File: src/rtl/gear_pkg.sv
// ---------------------------------------------------------------------------
// gear_pkg
// Shared types and constants for the gear-shift sequencer:
//   - gear_state_e : FSM states (one per LED)
//   - gear_mode_e  : selector modes (D1..D4 all collapse to MODE_D)
//   - LED_* / SW_* : bit positions in the LED and switch vectors
//   - state_to_led : one-hot LED encoding of a state
//   - state_to_mode, sw_to_mode, mode_entry : mode helpers used by the FSM
// ---------------------------------------------------------------------------
package gear_pkg;

  typedef enum logic [2:0] {
    ST_PARK,
    ST_REV,
    ST_NEUT,
    ST_D1,
    ST_D2,
    ST_D3,
    ST_D4
  } gear_state_e;

  typedef enum logic [1:0] {
    MODE_P,
    MODE_R,
    MODE_N,
    MODE_D
  } gear_mode_e;

  localparam int LED_W  = 7;
  localparam int LED_R1 = 6;
  localparam int LED_N1 = 5;
  localparam int LED_P1 = 4;
  localparam int LED_D4 = 3;
  localparam int LED_D3 = 2;
  localparam int LED_D2 = 1;
  localparam int LED_D1 = 0;

  localparam int SW_W = 4;
  localparam int SW_P = 3;
  localparam int SW_R = 2;
  localparam int SW_N = 1;
  localparam int SW_D = 0;

  // Unused encodings fall back to the Park LED so the output stays one-hot.
  function automatic logic [LED_W-1:0] state_to_led(input gear_state_e s);
    logic [LED_W-1:0] led;
    led = '0;
    case (s)
      ST_PARK: led[LED_P1] = 1'b1;
      ST_REV:  led[LED_R1] = 1'b1;
      ST_NEUT: led[LED_N1] = 1'b1;
      ST_D1:   led[LED_D1] = 1'b1;
      ST_D2:   led[LED_D2] = 1'b1;
      ST_D3:   led[LED_D3] = 1'b1;
      ST_D4:   led[LED_D4] = 1'b1;
      default: led[LED_P1] = 1'b1;
    endcase
    return led;
  endfunction

  function automatic gear_mode_e state_to_mode(input gear_state_e s);
    gear_mode_e m;
    case (s)
      ST_PARK: m = MODE_P;
      ST_REV:  m = MODE_R;
      ST_NEUT: m = MODE_N;
      default: m = MODE_D;
    endcase
    return m;
  endfunction

  // Only meaningful when exactly one switch bit is set.
  function automatic gear_mode_e sw_to_mode(input logic [SW_W-1:0] s);
    gear_mode_e m;
    m = MODE_N;
    if (s[SW_P])      m = MODE_P;
    else if (s[SW_R]) m = MODE_R;
    else if (s[SW_D]) m = MODE_D;
    return m;
  endfunction

  // Entering Drive always starts in first gear.
  function automatic gear_state_e mode_entry(input gear_mode_e m);
    gear_state_e s;
    case (m)
      MODE_P:  s = ST_PARK;
      MODE_R:  s = ST_REV;
      MODE_N:  s = ST_NEUT;
      default: s = ST_D1;
    endcase
    return s;
  endfunction

endpackage

File: src/rtl/gear_shift_sequencer_if.sv
// ---------------------------------------------------------------------------
// gear_shift_sequencer_if
// Selector-side bundle of the gear-shift sequencer.
//   sw    : raw {P,R,N,D} switches (asynchronous)
//   brake : brake pedal (synchronous)
//   speed : unsigned speed code 0..15 (synchronous)
//   led   : one-hot {R1,N1,P1,D4,D3,D2,D1}
//   fault : high while the held request is illegal
// master drives the inputs and observes led/fault; slave is the sequencer.
// ---------------------------------------------------------------------------
interface gear_shift_sequencer_if;
  import gear_pkg::*;

  logic [SW_W-1:0]  sw;
  logic             brake;
  logic [3:0]       speed;
  logic [LED_W-1:0] led;
  logic             fault;

  modport master (
    output sw,
    output brake,
    output speed,
    input  led,
    input  fault
  );

  modport slave (
    input  sw,
    input  brake,
    input  speed,
    output led,
    output fault
  );

endinterface

File: src/rtl/switch_debouncer.sv
// ---------------------------------------------------------------------------
// switch_debouncer
// Two-flop synchroniser followed by a whole-vector debouncer. The debounced
// value only follows the synchronised value after it has differed for
// DEB_CYCLES consecutive cycles; any return to agreement restarts the count.
//   clk, reset : clock and synchronous active-high reset
//   raw        : asynchronous input vector
//   deb        : debounced vector (resets to RESET_VALUE)
// ---------------------------------------------------------------------------
module switch_debouncer #(
  parameter int               WIDTH       = 4,
  parameter int               DEB_CYCLES  = 4,
  parameter logic [WIDTH-1:0] RESET_VALUE = '0
) (
  input  logic             clk,
  input  logic             reset,
  input  logic [WIDTH-1:0] raw,
  output logic [WIDTH-1:0] deb
);

  localparam int               CNT_W    = $clog2(DEB_CYCLES);
  localparam logic [CNT_W-1:0] CNT_LAST = CNT_W'(DEB_CYCLES - 1);

  logic [WIDTH-1:0] sync1_reg;
  logic [WIDTH-1:0] sync2_reg;
  logic [WIDTH-1:0] deb_reg;
  logic [WIDTH-1:0] deb_next;
  logic [CNT_W-1:0] cnt_reg;
  logic [CNT_W-1:0] cnt_next;

  always_ff @(posedge clk) begin
    if (reset) begin
      sync1_reg <= '0;
      sync2_reg <= '0;
    end else begin
      sync1_reg <= raw;
      sync2_reg <= sync1_reg;
    end
  end

  // The counter reaching CNT_LAST while still mismatched means the new value
  // has been seen for DEB_CYCLES cycles in a row: accept it.
  always_comb begin
    deb_next = deb_reg;
    cnt_next = cnt_reg;
    if (sync2_reg == deb_reg) begin
      cnt_next = '0;
    end else if (cnt_reg == CNT_LAST) begin
      deb_next = sync2_reg;
      cnt_next = '0;
    end else begin
      cnt_next = cnt_reg + 1'b1;
    end
  end

  always_ff @(posedge clk) begin
    if (reset) begin
      deb_reg <= RESET_VALUE;
      cnt_reg <= '0;
    end else begin
      deb_reg <= deb_next;
      cnt_reg <= cnt_next;
    end
  end

  assign deb = deb_reg;

endmodule

File: src/rtl/gear_shift_sequencer.sv
// ---------------------------------------------------------------------------
// gear_shift_sequencer
// Gear-selector state machine. Conditions the raw P/R/N/D switches, enforces
// the Park/Reverse/Neutral/Drive interlocks against brake and speed, and
// auto-steps Drive through D1..D4 with downshift hysteresis and a minimum
// dwell between shifts.
//   clk   : clock
//   reset : synchronous active-high reset (state -> Park)
//   bus   : slave side of gear_shift_sequencer_if (sw, brake, speed in;
//           registered one-hot led and fault out)
// ---------------------------------------------------------------------------
module gear_shift_sequencer
  import gear_pkg::*;
#(
  parameter int DEB_CYCLES   = 4,
  parameter int DWELL_CYCLES = 8,
  parameter int UP1          = 4,
  parameter int UP2          = 8,
  parameter int UP3          = 12,
  parameter int HYST         = 2
) (
  input logic                   clk,
  input logic                   reset,
  gear_shift_sequencer_if.slave bus
);

  localparam int              DW_W       = $clog2(DWELL_CYCLES + 1);
  localparam logic [DW_W-1:0] DWELL_LOAD = DW_W'(DWELL_CYCLES);

  // Thresholds widened by one bit so UP - HYST never wraps against speed.
  localparam logic [4:0] UP1_T = 5'(UP1);
  localparam logic [4:0] UP2_T = 5'(UP2);
  localparam logic [4:0] UP3_T = 5'(UP3);
  localparam logic [4:0] DN1_T = 5'(UP1 - HYST);
  localparam logic [4:0] DN2_T = 5'(UP2 - HYST);
  localparam logic [4:0] DN3_T = 5'(UP3 - HYST);

  logic [SW_W-1:0]  deb_sw;
  gear_state_e      state_reg;
  gear_state_e      state_next;
  logic             fault_reg;
  logic             fault_next;
  logic [LED_W-1:0] led_reg;
  logic [DW_W-1:0]  dwell_reg;
  logic             move_ok;
  logic             req_valid;
  gear_mode_e       req_mode;
  gear_mode_e       cur_mode;
  logic             speed_zero;
  logic             dwell_zero;
  logic [4:0]       speed_ext;

  switch_debouncer #(
    .WIDTH       (SW_W),
    .DEB_CYCLES  (DEB_CYCLES),
    .RESET_VALUE (4'b1000)
  ) u_debouncer (
    .clk   (clk),
    .reset (reset),
    .raw   (bus.sw),
    .deb   (deb_sw)
  );

  // Zero or several switches closed is "no request": hold, no fault.
  assign req_valid  = $onehot(deb_sw);
  assign req_mode   = sw_to_mode(deb_sw);
  assign cur_mode   = state_to_mode(state_reg);
  assign speed_zero = (bus.speed == 4'd0);
  assign dwell_zero = (dwell_reg == '0);
  assign speed_ext  = {1'b0, bus.speed};

  // A mode change is checked first so it always beats an auto-shift. A
  // rejected change leaves the state alone and is simply re-evaluated on the
  // next cycle, raising fault for as long as it stays illegal.
  always_comb begin
    state_next = state_reg;
    fault_next = 1'b0;
    move_ok    = 1'b1;
    if (req_valid && (req_mode != cur_mode)) begin
      if ((cur_mode == MODE_P) && !bus.brake) begin
        move_ok = 1'b0;
      end
      if (((req_mode == MODE_P) || (req_mode == MODE_R)) && !speed_zero) begin
        move_ok = 1'b0;
      end
      if ((req_mode == MODE_D) && (cur_mode == MODE_R) && !speed_zero) begin
        move_ok = 1'b0;
      end
      if (move_ok) begin
        state_next = mode_entry(req_mode);
      end else begin
        fault_next = 1'b1;
      end
    end else if (req_valid && (req_mode == MODE_D) && dwell_zero) begin
      case (state_reg)
        ST_D1: begin
          if (speed_ext >= UP1_T) state_next = ST_D2;
        end
        ST_D2: begin
          if (speed_ext >= UP2_T)      state_next = ST_D3;
          else if (speed_ext < DN1_T)  state_next = ST_D1;
        end
        ST_D3: begin
          if (speed_ext >= UP3_T)      state_next = ST_D4;
          else if (speed_ext < DN2_T)  state_next = ST_D2;
        end
        ST_D4: begin
          if (speed_ext < DN3_T)       state_next = ST_D3;
        end
        default: begin
        end
      endcase
    end
  end

  always_ff @(posedge clk) begin
    if (reset) begin
      state_reg <= ST_PARK;
      fault_reg <= 1'b0;
      led_reg   <= state_to_led(ST_PARK);
    end else begin
      state_reg <= state_next;
      fault_reg <= fault_next;
      led_reg   <= state_to_led(state_next);
    end
  end

  // Dwell restarts on every state change and saturates at zero.
  always_ff @(posedge clk) begin
    if (reset) begin
      dwell_reg <= '0;
    end else if (state_next != state_reg) begin
      dwell_reg <= DWELL_LOAD;
    end else if (!dwell_zero) begin
      dwell_reg <= dwell_reg - 1'b1;
    end
  end

  assign bus.led   = led_reg;
  assign bus.fault = fault_reg;

endmodule

File: src/flat_wrapper.sv
// flat-port wrapper written by rule: the top's interface ports become plain ports
module gear_shift_sequencer_flat import gear_pkg::*;
#(
  parameter int DEB_CYCLES   = 4,
  parameter int DWELL_CYCLES = 8,
  parameter int UP1          = 4,
  parameter int UP2          = 8,
  parameter int UP3          = 12,
  parameter int HYST         = 2
)
  (clk, reset, bus_sw, bus_brake, bus_speed, bus_led, bus_fault);
  gear_shift_sequencer_if bus_i ();
  input logic clk;
  input logic reset;
  input wire logic [$bits(bus_i.sw)-1:0] bus_sw;
  input wire logic [$bits(bus_i.brake)-1:0] bus_brake;
  input wire logic [$bits(bus_i.speed)-1:0] bus_speed;
  output wire logic [$bits(bus_i.led)-1:0] bus_led;
  output wire logic [$bits(bus_i.fault)-1:0] bus_fault;
  assign bus_i.sw = bus_sw;
  assign bus_i.brake = bus_brake;
  assign bus_i.speed = bus_speed;
  assign bus_led = bus_i.led;
  assign bus_fault = bus_i.fault;
  gear_shift_sequencer #(.DEB_CYCLES(DEB_CYCLES), .DWELL_CYCLES(DWELL_CYCLES), .UP1(UP1), .UP2(UP2), .UP3(UP3), .HYST(HYST)) u_core (.clk(clk), .reset(reset), .bus(bus_i));
endmodule
File: config.mk
export PLATFORM = sky130hd
export DESIGN_NAME = gear_shift_sequencer_flat
export DESIGN_NICKNAME = d
export VERILOG_FILES = /design/src/rtl/gear_pkg.sv /design/src/rtl/gear_shift_sequencer_if.sv /design/src/rtl/switch_debouncer.sv /design/src/rtl/gear_shift_sequencer.sv /design/src/flat_wrapper.sv
export SDC_FILE = /design/constraint.sdc
export NUM_CORES = 1
export LEC_CHECK = 0
export ABC_AREA = 0
export BUFFER_PORTS_ARGS = -buffer_cell sky130_fd_sc_hd__buf_2
export CAP_MARGIN = 20
export CORE_MARGIN = 2
export CORE_UTILIZATION = 52
export CTS_BUF_LIST = sky130_fd_sc_hd__clkbuf_4 sky130_fd_sc_hd__clkbuf_8 sky130_fd_sc_hd__clkbuf_16
export CTS_CLUSTER_SIZE = 25
export DETAILED_ROUTE_END_ITERATION = 7
export GPL_TIMING_DRIVEN = 0
export MAX_ROUTING_LAYER = met4
export PLACE_DENSITY = 0.8
export SLEW_MARGIN = 40
export SYNTH_ARGS = -nofsm -noshare
export SYNTH_HDL_FRONTEND = slang
export SYNTH_SLANG_ARGS = --single-unit
File: constraint.sdc
create_clock -name clk -period 3.2 [get_ports clk]
set_clock_uncertainty 0.15 [all_clocks]
set_input_delay 0.48 -clock clk [delete_from_list [all_inputs] [get_ports clk]]
set_output_delay 0.48 -clock clk [all_outputs]
set_load 0.1 [all_outputs]
---- Word-level counts from Yosys, hierarchy flattened ----
Cells that the tools add are included.
Widths: inputs -> output; s select.
word-level totals
  flip-flop bits (word level) ............. 29
  bits of input ports ..................... 11
  output and inout bits ................... 8
  logic and storage cells ................. 93
operators by class
  add/sub/neg operators ................... 5
  magnitude comparators ................... 6
  eq/ne operators ......................... 22
  muxes and demuxes ....................... 29
  bitwise logic cells ..................... 2
  reductions and logical operators ........ 20
operator list
  operator             count
  $mux 3               9
  $eq 3x3->1 const B   6
  $mux 1               13
  $eq 3x2->1 const B   4
  $pmux 2 s3           2
  $pmux 3 s4           1
  $eq 3x1->1 const B   3
  $ge 4x4->1 const B   2
  $logic_not 4->1      2
  $mux 4               2
  $logic_and 1x1->1    7
  $eq 2x2->1 const B   3
  $reduce_or 6->1      1
  $add 1x1->2          2
  $eq 2x1->1 const B   2
  $eq 4x4->1           1
  $ge 4x3->1 const B   1
  $logic_not 2->1      2
  $lt 4x2->1 const B   1
  $lt 4x3->1 const B   1
  $lt 4x4->1 const B   1
  $mux 2               2
  $reduce_or 2->1      2
  $sub 4x1->4 const B  1
  11 further kinds     13

---- Longest topological paths before layout ----
  depth in word-level cells ............... 14
  mapped depth ............................ 11
  depth with buffers taken out ............ 10

---- By module ----
From an unflattened synthesis, not the netlist that was laid out.
second synthesis, totals
  cell total of the unflattened synthesis .. 178
  area, all modules ....................... 1640.3 um^2
by module, submodules not included
  module                times used  cells an instance  area each (um^2)  sequential area each (um^2)
  gear_shift_sequencer  1           138                1162.4            300.3
  switch_debouncer      1           40                 478.0             280.3

---- Worst setup path before layout ----
No wires, ideal clock.
  kind .................................... reg2reg
  start point ............................. register u_core.u_debouncer.deb_reg[2], in the netlist u_core.u_debouncer.deb[2]
  end point ............................... register u_core.led_reg[3], in the netlist u_core.bus.led[3]
  setup time .............................. 116 ps
  data arrival time ....................... 2884 ps
  setup slack ............................. 50 ps
  stages on the path, launching flop included .. 12
  path buffers ............................ 1
  clock period less this slack ............ 3150 ps
  path through ............................ dfxtp_1 -> inv_1 -> ha_1 -> ha_1 -> fa_1 -> or3b_1 -> nor4_2 -> a21o_1 -> o311ai_1 -> and2_1 -> clkbuf_1 -> and3b_1
on the way
  longest elaborated chain between the ends .. 12
  elaborated cells on any way between the ends .. 26
  those cells by class .................... add/sub (2); eq/ne (6); mux (10); reduce/logical (8)
RTL lines
  item                                                                 RTL line                     RTL
  from (decl)                                                          switch_debouncer.sv:26       logic [WIDTH-1:0] deb_reg;
  from (signal assigned)                                               switch_debouncer.sv:61       deb_reg <= deb_next;
  parallel branches: the longest is 9 deep, another holds $add 3x3->3  --
  $mux 3 (*)                                                           gear_shift_sequencer.sv:79   if (req_valid && (req_mode != cur_mode)) begin
  $eq 3x3->1 (*)                                                       gear_pkg.sv:48               case (s)
  $mux 1 (*)                                                           gear_pkg.sv:48
  to (signal assigned)                                                 gear_shift_sequencer.sv:120  led_reg <= state_to_led(ST_PARK);
  to (signal assigned)                                                 gear_shift_sequencer.sv:124  led_reg <= state_to_led(state_next);
  to (decl)                                                            gear_shift_sequencer.sv:43   logic [LED_W-1:0] led_reg;
Mark *: on every way between the ends. The select of a mux whose other input is x is not followed.
A chain may end at the register's enable or synchronous reset.

---- Worst setup path after layout ----
  start point ............................. register u_core.u_debouncer.deb_reg[3], in the netlist u_core.u_debouncer.deb[3]
  end point ............................... register u_core.led_reg[4], in the netlist u_core.bus.led[4]
on the way
  longest elaborated chain between the ends .. 12
  elaborated cells on any way between the ends .. 31
  those cells by class .................... add/sub (2); eq/ne (11); mux (9); reduce/logical (9)
RTL lines
  item                                                                 RTL line
  parallel branches: the longest is 8 deep, another holds $add 3x3->3  --
  $mux 3 (*)                                                           gear_shift_sequencer.sv:79
  $eq 3x1->1, or another cell as far along                             gear_pkg.sv:48
  $reduce_or 6->1 (no source line) (*)                                 --
  $mux 1 (*)                                                           gear_pkg.sv:48
Marked as above.

==> results.cfg <==
[cells_and_area]
syn_to_final_growth_pct = 22.8
utilization_pct = 67.3
final_area_um2 = 2070
diodes = 0
drive_gt1_share_pct = 23.8
fill_cells = 251
largest_reg_flops = 7
final_nets = 242
multi_input_comb_area_um2 = 1120
seq_area_um2 = 586

[timing]
maxSlewViolCount = 0
setup_slack_ns = 0.0769
fin_setup_tns_ns = 0
fmax_ghz = 0.320
post-route-min-period_ns = 3.12
whs_ns = 0.215
slew_headroom_pct = 50.8
hold_violations = 0
rsz0062_at_grt = true
worst_pin_slew_ns = 0.737
finalCritPeriodShare_pct = 97.6
setup_viol = 0

[critical_path]
critPathRequiredTime_ns = 3.30
cp-start-kind = flop
cp_cell_sequence = inv_1 > ha_1 > ha_1 > fa_1 > or3b_4 > nor4_4 > buf_4 > a21o_1 > o311ai_2 > and2_4 > o31ai_2
critical_path_depth = 11
r2r_start = u_core.u_debouncer.deb[3]
max_stage_delay_ns = 0.47
crit_fanout = 8
end_kind = flop
critPathBufInv = 2
crit_end = u_core.bus.led[4]
r2r-end = u_core.bus.led[4]
rr_worst_depth = 11
rrSetupSlack_ns = 0.08
worst_path_most_repeated_cell = ha_1
startpoint = u_core.u_debouncer.deb[3]
path_class = reg2reg
cp_top_family = adder cells
cp_slowest_cell = or3b_4
critical_path_arrival_ns = 3.22

[detailed_routing]
drt_iter0_drc = 79
drt-pass1-iter-count = 4
drc = 0
post_drt_wl_per_cell_um = 14.0
vias_per_cell = 5.61
ant_nets = 0
wirelength_um = 3750
via_count = 1499

[global_route]
grt_pass1_vias = 1336
antenna_found_initial = 0
met1_usage_pct = 29.2
grt_pass1_wl_um = 6050
grt.total_usage_pct = 22.4
busiest_layer = met2
grt_start_max_net_pins = 11
grt_use_met3_pct = 4.90
grt-ovfl-total = 0
gr-usage-met2_pct = 35.3

[yosys]
ys_types = 55
synth_warnings = 0
ys_seq_area_share_pct = 34.4
syn_inst = 194
async_flop_share_pct = 0
syn_area_per_cell_um2 = 8.69
netlist_area_um2 = 1690
synth_most_common_cell = dfxtp_1
yosysTopAreaCell = dfxtp_1
synth-main-ff-cell = dfxtp_1
syn_nets = 214
ys_top_cells_by_area = dfxtp_1 34%, ha_1 5.9%, nor2_1 4.0%
synth-seq-cells = 29
synthDominantCellAreaShare_pct = 34.4
synth_common_cells = 29 x dfxtp_1, 18 x nor2_1, 10 x inv_1, 10 x nor2b_1, 9 x nor3_1
synth-edff-count = 0

[clock_tree]
clk_path_buf_depth = 2
cts_buffers = 5
cts.clk_slew.worst_paths_ns = 0.09
cts_sinks = 29
cts_tree = yes
htreeDepth = 2
clk_latency_ns = 0.32
holdBufCountCts = 0
cts-root-buf = clkbuf_4

[die]
design.die.area_um2 = 3710
die_h_um = 61.0
core_um2 = 3080
die_width_um = 61.0
rows = 20
pin_count = 19
initial_core_util_pct = 54.8

[worst_hold_path]
min_path_type = in2reg

[place]
placed_cell_area_um2 = 1830
dpl_worst_slack_ns = -0.318
globalplace.congestion = 0.863
numPortBuffers = 18
place_hpwl_um = 2600

[pwr]
powerDensity_nw_per_um2 = 473
irDropWorstVdd_mv = 0.540
p_leak_uw = 0.000905

[flow_run]
maxCapViolCount = 0

[outcome]
status = finished, final reports clean
==> what timing repair did <==
item / CTS / global route
resized for setup: 11 / 12
pin swaps: 4 / 8
endpoints found under the setup margin: 14 / 12
hold endpoints to repair: 0 / 0
setup buffers: 3 / 2
==> report_power, final <==
part / total, uW / internal [uW] / switching, uW / leakage [uW]
registers: 416 / 394 / 22.6 / 0.000237
clock network: 309 / 186 / 124 / 0.0000445
logic: 253 / 109 / 144 / 0.000623
==> cells by family (layout without fill, tap and decap cells) <==
family          count (synthesis)  after routing  share of synthesized area (%)
compound gates                 40             40                           18.4
buf+inv                        22             51                           5.56
simple gates                   83             83                           28.6
mux                             3              3                           1.78
flops                          29             29                           34.4
fa+ha+maj                       9              9                           7.12
xor+xnor                        8              8                           4.15
==> cell type report <==
cell class	instances	area share, %
clock buffers	6	2.48
clock inverters	2	1.81
multi-input cells	143	54.3
flip-flops and latches	29	28.3
repair buffers	23	6.34
well taps	44	2.66
inverters	10	1.81
plain buffers	10	2.36
==> stage by stage <==
| step | std cells | power, uW |
|---|---|---|
| floorplan | 194 | 604 |
| global placement | 256 | 649 |
| detailed placement | 256 | 655 |
| CTS | 265 | 975 |
| global route | 267 | 1040 |
| finish | 267 | 979 |
==> how the worst min path moves through the flow <==
stage                                             start                              end  depth (start not counted)
final                                         bus_sw[3]  u_core.u_debouncer.sync1_reg[3]                          2
after global routing                          bus_sw[1]  u_core.u_debouncer.sync1_reg[1]                          2
after CTS                                     bus_sw[2]  u_core.u_debouncer.sync1_reg[2]                          2
after detailed placement  u_core.u_debouncer.cnt_reg[0]    u_core.u_debouncer.cnt_reg[0]                          1
after global placement    u_core.u_debouncer.cnt_reg[0]    u_core.u_debouncer.cnt_reg[0]                          1
after floorplan           u_core.u_debouncer.cnt_reg[0]    u_core.u_debouncer.cnt_reg[0]                          1
==> routing by layer <==
layer | part of all wire (%) | up-vias
li1 | - | 764
met1 | 48 | 686
met2 | 46 | 42
met3 | 5.0 | 7
met4 | 1.0 | 0
met5 | 0 | -
==> layout by cell type (no fill, tap or decap), types with 3 or more instances in the layout <==
master,count
dfxtp_1,27
buf_2,21
nor2_1,18
inv_1,10
nor2b_1,10
nor3_1,9
nand2_1,8
ha_1,8
xor2_1,7
a21oi_1,6
clkbuf_1,5
clkbuf_4,5
o21ai_0,4
a21o_1,4
or3_1,4
and3b_1,4
buf_4,4
o21bai_1,3
and3_1,3
or4_1,3
nand4_1,3
o211ai_1,3
mux2i_1,3
(Power assumes the default switching activity.)
